<file path="config.mk">
export PLATFORM = sky130hd
export DESIGN_NAME = mem_access_unit
export DESIGN_NICKNAME = d
export VERILOG_FILES = /design/src/rtl/mau_pkg.sv /design/src/rtl/mau_lane_align.sv /design/src/rtl/mem_access_unit.sv
export SDC_FILE = /design/constraint.sdc
export NUM_CORES = 1
export LEC_CHECK = 0
export ABC_AREA = 1
export CELL_PAD_IN_SITES_DETAIL_PLACEMENT = 1
export CELL_PAD_IN_SITES_GLOBAL_PLACEMENT = 1
export CORE_MARGIN = 4
export CORE_UTILIZATION = 31
export DETAILED_ROUTE_END_ITERATION = 12
export HOLD_SLACK_MARGIN = 0.06
export PLACE_DENSITY_LB_ADDON = 0.1
export SYNTH_ARGS = -nofsm -noshare
export SYNTH_HDL_FRONTEND = slang
export SYNTH_SLANG_ARGS = --single-unit
export TNS_END_PERCENT = 30
</file>
<file path="constraint.sdc">
create_clock -name clk -period 4.2 [get_ports clk]
set_clock_uncertainty 0.2 [all_clocks]
set_input_delay 0.84 -clock clk [delete_from_list [all_inputs] [get_ports clk]]
set_output_delay 0.84 -clock clk [all_outputs]
set_load 0.02 [all_outputs]
</file>
<file path="src/rtl/mau_pkg.sv">
// Shared encodings for the memory access unit: request sizes, FSM states and byte-lane helpers.
// Lane helpers fold sub-size address bits so misaligned accesses snap to their natural boundary.
package mau_pkg;

    localparam int WORD_W = 32;
    localparam int LANE_W = 8;

    localparam logic [1:0] SZ_BYTE = 2'b00;
    localparam logic [1:0] SZ_HALF = 2'b01;
    localparam logic [1:0] SZ_WORD = 2'b10;
    localparam logic [1:0] SZ_RSVD = 2'b11;

    localparam logic [1:0] LANE_0 = 2'd0;

    typedef enum logic [1:0] {
        IDLE,
        READ,
        WRITE,
        DONE
    } state_t;

    // Lowest lane touched by an access; halves and words are forced to their natural boundary.
    function automatic logic [1:0] eff_lane(input logic [1:0] size, input logic [1:0] addr_lo);
        case (size)
            SZ_BYTE: return addr_lo;
            SZ_HALF: return {addr_lo[1], 1'b0};
            default: return LANE_0;
        endcase
    endfunction

    function automatic logic misaligned(input logic [1:0] size, input logic [1:0] addr_lo);
        return ((size == SZ_HALF) && addr_lo[0]) || ((size == SZ_WORD) && (addr_lo != 2'b00));
    endfunction

endpackage

</file>
<file path="src/rtl/mau_lane_align.sv">
// Byte-lane alignment: extracts/extends load data and merges store data into a read word.
// Purely combinational; little-endian lanes, lane k = bits [8k+7:8k].
module mau_lane_align
    import mau_pkg::*;
(
    input  logic [WORD_W-1:0] word,
    input  logic [1:0]        addr_lo,
    input  logic [1:0]        size,
    input  logic              is_signed,
    input  logic [WORD_W-1:0] wdata,
    output logic [WORD_W-1:0] load_data,
    output logic [WORD_W-1:0] store_word
);

    logic [4:0]        sh;
    logic [WORD_W-1:0] shifted;
    logic [WORD_W-1:0] mask;

    always_comb begin
        sh        = {eff_lane(size, addr_lo), 3'b000};
        shifted   = word >> sh;
        load_data = word;
        mask      = '1;
        case (size)
            SZ_BYTE: begin
                load_data = {{(WORD_W-LANE_W){is_signed & shifted[LANE_W-1]}}, shifted[LANE_W-1:0]};
                mask      = 32'h0000_00FF << sh;
            end
            SZ_HALF: begin
                load_data = {{(WORD_W-2*LANE_W){is_signed & shifted[2*LANE_W-1]}}, shifted[2*LANE_W-1:0]};
                mask      = 32'h0000_FFFF << sh;
            end
            default: ;
        endcase
        // Shifted-up wdata bits beyond the access size fall outside the mask and are dropped.
        store_word = (word & ~mask) | ((wdata << sh) & mask);
    end

endmodule

</file>
<file path="src/rtl/mem_access_unit.sv">
// Multi-cycle byte/half/word load-store initiator in front of a word-wide DataMemory.
// MAU_MISALIGN_TRAP_EN: when defined, misaligned halves/words complete as error responses.
module mem_access_unit
    import mau_pkg::*;
#(
    parameter int ADDR_W = 16,
    parameter int DATA_W = 32
) (
    input  logic              clk,
    input  logic              reset,
    input  logic              req_valid,
    output logic              req_ready,
    input  logic              req_we,
    input  logic [1:0]        req_size,
    input  logic              req_signed,
    input  logic [ADDR_W-1:0] req_addr,
    input  logic [DATA_W-1:0] req_wdata,
    output logic              resp_valid,
    output logic [DATA_W-1:0] resp_rdata,
    output logic              resp_err,
    output logic [ADDR_W-1:0] mem_addr,
    output logic              mem_write_en,
    output logic [DATA_W-1:0] mem_write_data,
    input  logic [DATA_W-1:0] mem_read_data
);

    state_t            state, state_nxt;
    logic              we_q, signed_q, err_q;
    logic [1:0]        size_q, lane_q;
    logic [DATA_W-1:0] wdata_q, word_q;
    logic [DATA_W-1:0] align_word, load_data, store_word;
    logic              req_err, accept;

    always_comb begin
`ifdef MAU_MISALIGN_TRAP_EN
        req_err = (req_size == SZ_RSVD) || misaligned(req_size, req_addr[1:0]);
`else
        req_err = (req_size == SZ_RSVD);
`endif
    end

    assign req_ready = (state == IDLE);
    assign accept    = req_valid && req_ready;

    always_ff @(posedge clk or posedge reset) begin
        if (reset) state <= IDLE;
        else       state <= state_nxt;
    end

    always_comb begin
        state_nxt      = state;
        mem_write_en   = 1'b0;
        resp_valid     = 1'b0;
        resp_err       = 1'b0;
        mem_write_data = store_word;
        case (state)
            IDLE: begin
                if (accept) begin
                    if (req_err)                              state_nxt = DONE;
                    else if (req_we && (req_size == SZ_WORD)) state_nxt = WRITE;
                    else                                      state_nxt = READ;
                end
            end
            READ:  state_nxt = we_q ? WRITE : DONE;
            WRITE: begin
                mem_write_en = 1'b1;
                state_nxt    = DONE;
            end
            DONE: begin
                resp_valid = 1'b1;
                resp_err   = err_q;
                state_nxt  = IDLE;
            end
            default: state_nxt = IDLE;
        endcase
    end

    // Loads extract straight from the live read data; merges use the captured word.
    assign align_word = (state == READ) ? mem_read_data : word_q;

    mau_lane_align u_align (
        .word       (align_word),
        .addr_lo    (lane_q),
        .size       (size_q),
        .is_signed  (signed_q),
        .wdata      (wdata_q),
        .load_data  (load_data),
        .store_word (store_word)
    );

    always_ff @(posedge clk or posedge reset) begin
        if (reset) begin
            we_q       <= 1'b0;
            signed_q   <= 1'b0;
            err_q      <= 1'b0;
            size_q     <= SZ_BYTE;
            lane_q     <= 2'b00;
            wdata_q    <= '0;
            word_q     <= '0;
            resp_rdata <= '0;
            mem_addr   <= '0;
        end else begin
            if (accept) begin
                we_q     <= req_we;
                signed_q <= req_signed;
                err_q    <= req_err;
                size_q   <= req_size;
                lane_q   <= req_addr[1:0];
                wdata_q  <= req_wdata;
                if (!req_err) mem_addr <= {2'b00, req_addr[ADDR_W-1:2]};
            end
            if (state == READ) begin
                word_q <= mem_read_data;
                if (!we_q) resp_rdata <= load_data;
            end
        end
    end

endmodule

</file>
==> summary.md, run 1 <==
| Metric | Value |
|---|---|
| FMAX | 254.5 MHz |
| Pwr dens | between 900 and 1000 mW/mm^2 |
| Largest net degree at the start of global routing | about 60 |
| RSZ-0062 raised after global routing | false |
| Antenna-violating nets left | 0 |
| Number of setup buffers added after CTS | 0 |
| Hold Crit Class | reg -> reg |
| Worst-margin pin slew | roughly 1100 ps |
| Post-route setup slack | roughly 270 ps |
| Crit path DAT | 2890 ps |
| Number of global-route vias before repair | ~6000 |
| Initial Utilization | between 30% and 40% |
| Register area share after synthesis | 48.15% |
| Footprint of the multi-input gates | 0.002606 mm^2 |
| Startpoint Class | register |
| Syn_area_per_cell | about 7.6 um^2 |
| P_leak | between 4 and 5 nW |
| Initial antenna violation count | 0 |
| Initial drt markers | 228 |
| Max transition margin | a little under 30% |
| Max Fanout on Critical Path | 26 |
| Final core occ | approximately 44% |
| Final number of setup-violating endpoints | 0 |
| CP Capture Type | output pin |
| Cells after DPL | ~1200 |
| Placer congestion estimate | approximately 0.86 |
| Ys Warns | 0 |
| Layout cell share with drive strength beyond 1 | slightly below 10% |
| Clock transition at the registers of the reported paths | 60 ps |
| Setup TNS | 0 ps |
| Crit path top cell by count | nand2_1 |
| Fill cells | between 2000 and 2500 |
| Final hold violation count | 0 |
| Number of diodes | 0 |
| Final wirelength | approximately 21000 um |
| Vias | 5773 |
| Mapped cell area | 0.006185 mm^2 |
| Hold buffers post-CTS | 0 |
| Register area | slightly below 0.003 mm^2 |
| Core area | between 0.015 and 0.02 mm^2 |
| Grt ovf | 0 |
| Critical path's slowest cell | clkdlybuf4s50_1 |
| Max clock buf depth | 2 |
| Met3 GRT Util | around 4% |
| H-tree Lvls | 4 |
| CTS tree | built |
| Avg WL per Cell | 17.18 um |
| CTS buffer count | 17 |
| Detail Placement HPWL | ~16000 um |
| Cts repair resizes | 0 |
| Maximum vdd drop | a little under 0.0004 V |
| CTS sink cnt | ~120 |
| Clk_lat worst skew | roughly 420 ps |
| Via-per-instance ratio | roughly 4.6 |
| First-pass GRT wire length | ~35000 um |
| PortBufs | about 170 |
| Residual DRC | 0 |
| Pins Over Slew Limit | 0 |
| Clock root buffer | clkbuf_16 |
| M2 GR Usage | between 30% and 40% |
| Synthesized flop and latch total | about 120 |
| Chip height | about 150 um |
| Area growth, synth to finish | 40.34% |
| Tmin final | about 3900 ps |
| M1 GR Usage | 27.75% |
| Status | finished clean |
| Num rows | just over 50 |
| Die area | approximately 0.022 mm^2 |
| Final nets | 1064 |
| 1st-pass router iterations | 4 |
| Post-synth cell types | 34 |
| DP Worst Slack | between 500 and 600 ps |
| CP required | ~3200 ps |
| Max_cap viols | 0 |
| Final period util | between 90% and 100% |
| Grt peak-use layer | met2 |
| Overall Global Routing Usage | around a fifth |
| CP Cell Sequence | inv_1 > ha_1 > inv_2 > buf_4 > nand2_1 > nand2_1 > mux2_2 > clkdlybuf4s50_1 |
| Crit Path Category | reg -> out |
| Post-route insts no fill | 1251 |
| Post-synthesis instance total | 812 |
| Max incr delay on CP | 610 ps |
| Top Ports | 171 |
| Chip Width | around 150 um |
area by class of cell:
type                       count  share of cell area [%]
clock inverter                14                   1.744
inverter                      89                   3.964
tap                          265                   3.820
clock buffer                  18                   5.060
sequential                   119                   34.31
multi-input combinational    560                   30.03
timing repair buffer         186                   21.08
layer usage:
metal	routed length [um]	up-vias
met4	301	0
met1	10180	2740
met5	0	-
met3	914	23
met2	10100	122
li1	-	2888
sequential cells by signal (all words and copies together) (netlist names):
register    flops
err_q           1
size_q          2
signed_q        1
state           2
mem_addr       14
wdata_q        32
lane_q          2
resp_rdata     32
word_q         32
we_q            1
per-stage QoR:
stage	cell area (um^2)	power (W)	hold WS, ps
floorplan	6188	0.005023	243.6
global placement	8089	0.007157	261.8
detailed placement	8089	0.007222	265.1
CTS	8680	0.008730	282.4
global route	8680	0.009304	306.6
finish	8680	0.008617	277.4
worst max-delay path: cells and delay by family (launching register included):
| kind | cells | cell delay, ps |
|---|---|---|
| mux | 1 | 220 |
| flops | 1 | 360 |
| fa+ha+maj | 1 | 210 |
| buf+inv | 4 | 1320 |
| simple gates | 2 | 320 |
cell usage after synthesis:
cell type  instances  area, um^2
o221ai_1           6       52.55
a31oi_1            1       6.260
nor2_4             3       33.78
o31ai_1            2       15.01
nand2_2            4       25.02
o22ai_1            1       6.260
clkbuf_1          19       71.32
nand3_4            1       17.52
inv_2              1       3.750
a22oi_1            1       7.510
buf_2             12       60.06
buf_6              8       90.09
or2_2             24       150.1
nand2_1          315        1182
mux2_2             5       56.30
dfrtp_1          119        2978
o21ai_1           22       110.1
conb_1             1       3.750
a21oi_2            1       8.760
o311ai_0           2       17.52
nor2_1             7       26.28
o211ai_1           2       15.01
inv_4              3       18.77
ha_1               4       50.05
nand3_1           35       175.2
clkinv_1           1       3.750
nand3b_4           1       20.02
buf_4              5       37.54
o21ai_0           79       395.4
buf_1              1       3.750
a21oi_1           39       195.2
inv_1             84       315.3
nand2_4            2       22.52
nand3_2            1       10.01
kinds of logic after synthesis:
group,count (synthesis),share of synthesized area [%]
compound gates,156,13.41
fa+ha+maj,4,0.8093
buf+inv,134,9.771
flops,119,48.15
mux,5,0.9103
other cells,1,0.06063
simple gates,393,26.89
power by group:
group,total (W),switching [W],internal [W]
logic,0.00516,0.00318,0.00198
registers,0.00201,0.000286,0.00172
clock network,0.00145,0.000565,0.000890
path summary, 6_finish.rpt:
kind / slack [ps] / cells after the start / endpoint / from
worst max-delay path: 270 / 8 / mem_write_data[24] / state[1]
worst max register to register: 1490 / 8 / mem_addr[3] / state[0]
min in group asynchronous: 680 / 2 / wdata_q[0] / reset
worst min register to register: 280 / 2 / mem_addr[5] / mem_addr[5]
worst min-delay path: 280 / 2 / mem_addr[5] / mem_addr[5]
max in group asynchronous: 2370 / 3 / wdata_q[13] / reset
cell usage in the layout, fill, tap and decap left out, types with 5 or more instances in the layout:
cell and instances:
dfrtp_1 119, o221ai_1 6, inv_1 83, nand3_1 35, nor2_1 7, a21oi_1 39, buf_4 17, clkdlybuf4s50_1 168
clkbuf_16 17, mux2_2 5, nand2_1 315, clkinvlp_4 5, o21ai_0 79, o21ai_1 22, or2_2 24
Power figures use the tool's default switching activity.
==> run 2, diff against run 1 <==
- CORE_ASPECT_RATIO: not set -> 0.8
==> summary.md, run 2 (synthesis results as in run 1) <==
| Metric | Value |
|---|---|
| Max Fanout on Critical Path | 17 |
| Met3 GRT Util | between 3 and 4% |
| Overall Global Routing Usage | about a fifth |
| Setup TNS | 0 ps |
| Number of global-route vias before repair | between 6000 and 7000 |
| CTS sink cnt | about 120 |
| Residual DRC | 0 |
| Post-route setup slack | ~180 ps |
| Cts repair resizes | 2 |
| Most frequent cells in the layout | nand2_1, clkdlybuf4s50_1, dfrtp_1, inv_1, o21ai_0 |
| P_leak | around 4.2 nW |
| Clk_lat worst skew | 410 ps |
| Area growth, synth to finish | 39.65% |
| Maximum vdd drop | ~0.00042 V |
| Worst-margin pin slew | ~1100 ps |
| Final hold violation count | 0 |
| Top Ports | between 150 and 200 |
| Status | finished clean |
| Antenna-violating nets left | 0 |
| CP Capture Type | output pin |
| Initial drt markers | roughly 400 |
| CP required | 3160 ps |
| First-pass GRT wire length | between 30000 and 40000 um |
| Worst path bufs/invs | 2 |
| Final wirelength | around 23000 um |
| Max clock buf depth | 2 |
| FMAX | approximately 250 MHz |
| 1st-pass router iterations | 4 |
| Hold_ws | between 200 and 300 ps |
| DP Worst Slack | 404.5 ps |
| Final Cell Area | around 0.0086 mm^2 |
| Hold buffers post-CTS | 0 |
| Final nets | about 1100 |
| Grt peak-use layer | met2 |
| Final number of setup-violating endpoints | 0 |
| H-tree Lvls | 4 |
| Number of setup buffers added after CTS | 0 |
| Final period util | ~96% |
| Placer congestion estimate | 0.8283 |
| CP Cell Sequence | nor2_4 > nand2_2 > buf_4 > o21ai_1 > nor2_1 > o31ai_1 > clkdlybuf4s50_1 |
| M2 GR Usage | approximately a third |
| Pwr dens | 994.4 mW/mm^2 |
| Core area | roughly 0.019 mm^2 |
| Largest net degree at the start of global routing | 59 |
| Initial antenna violation count | 0 |
| Startpoint Class | register |
| Commonest non-fill, non-tap cell in the layout | nand2_1 |
| Grt ovf | 0 |
| RSZ-0062 raised after global routing | false |
| Num rows | 45 |
| Crit path DAT | 2980 ps |
| Initial Utilization | between 30% and 40% |
| Hold Crit Class | reg -> reg |
| Clock root buffer | clkbuf_16 |
| Via-per-instance ratio | approximately 4.8 |
| M1 GR Usage | a little under 30% |
| Chip height | 134.3 um |
| PortBufs | roughly 170 |
| Chip Width | about 170 um |
| Vias | between 5000 and 6000 |
| Max transition margin | approximately 29% |
| Critical path's slowest cell | clkdlybuf4s50_1 |
| Layout cell share with drive strength beyond 1 | 9.378% |
| Max_cap viols | 0 |
| Largest registers | resp_rdata: 32 flops, wdata_q: 32 flops, word_q: 32 flops |
| CTS buffer count | 17 |
| Avg WL per Cell | around 18 um |
| Detail Placement HPWL | between 15000 and 20000 um |
| CTS tree | built |
| Max incr delay on CP | slightly below 700 ps |
| Clock transition at the registers of the reported paths | 60 ps |
| Die area | 0.02229 mm^2 |
| CP delay by family, top | buffers and inverters |
| Number of diodes | 0 |
| Placed cell areas | ~0.008 mm^2 |
| Crit Path Category | reg -> out |
| Pins Over Slew Limit | 0 |
| Tmin final | approximately 4000 ps |
[run 2: cell types whose count changed in the layout (fill, tap and decap cells not counted), moves of 2 or more]
| cell | previous run | this run |
|---|---|---|
| buf_4 | 17 | 14 |
| clkdlybuf4s50_1 | 168 | 166 |
| clkinvlp_4 | 5 | 3 |
| clkbuf_1 | 0 | 2 |
| clkinv_4 | 4 | 0 |
| dlymetal6s2s_1 | 0 | 2 |
| clkinv_2 | 2 | 4 |
[run 2: tightest hold or removal path, delay by kind of cell (launching register included)]
| kind | cells | cell delay (ps) |
|---|---|---|
| flops | 1 | 340 |
| simple gates | 2 | 100 |
[run 2: through the flow]
step,instances,util [%],total power [W]
floorplan,813,-,0.005023
global placement,1209,41.72,0.007161
detailed placement,1209,41.72,0.007216
CTS,1239,44.68,0.008704
global route,1239,44.72,0.009242
finish,1239,44.72,0.008589
[run 2: metal layers]
metal | share of wire [%] | up-vias
met4 | 0.76 | 0
met5 | 0 | -
met2 | 45 | 155
met1 | 48 | 2840
met3 | 6.0 | 14
li1 | - | 2877
[run 2: final timing paths]
kind / depth (start not counted) / end / slack (ps) / startpoint
max reg2reg: 8 / mem_addr[13] / 1510 / state[0]
min reg2reg: 2 / mem_addr[0] / 280 / mem_addr[0]
max in group asynchronous: 3 / word_q[17] / 2330 / reset
max: 7 / mem_write_data[27] / 180 / size_q[1]
min in group asynchronous: 2 / word_q[4] / 710 / reset
min: 2 / mem_addr[0] / 280 / mem_addr[0]
[run 2: area by class of cell]
cell class              count  area (um^2)
repair buffers            183         1812
inverters                  89        344.1
flip-flops and latches    119         2979
fillers                  2361        10680
multi-input cells         560         2616
well taps                 258        322.8
clock inverters             9        102.6
clock buffers              21        460.4
[run 2: power breakdown]
group	switching (W)	internal, W
clock	0.000535	0.000893
sequential	0.000314	0.00172
combinational	0.00317	0.00196
==> run 3, diff against run 2 <==
- HOLD_SLACK_MARGIN: 0.06 -> not set
==> results of run 3 <==
The final DEF is identical to that of run 2; final timing and power are the same.
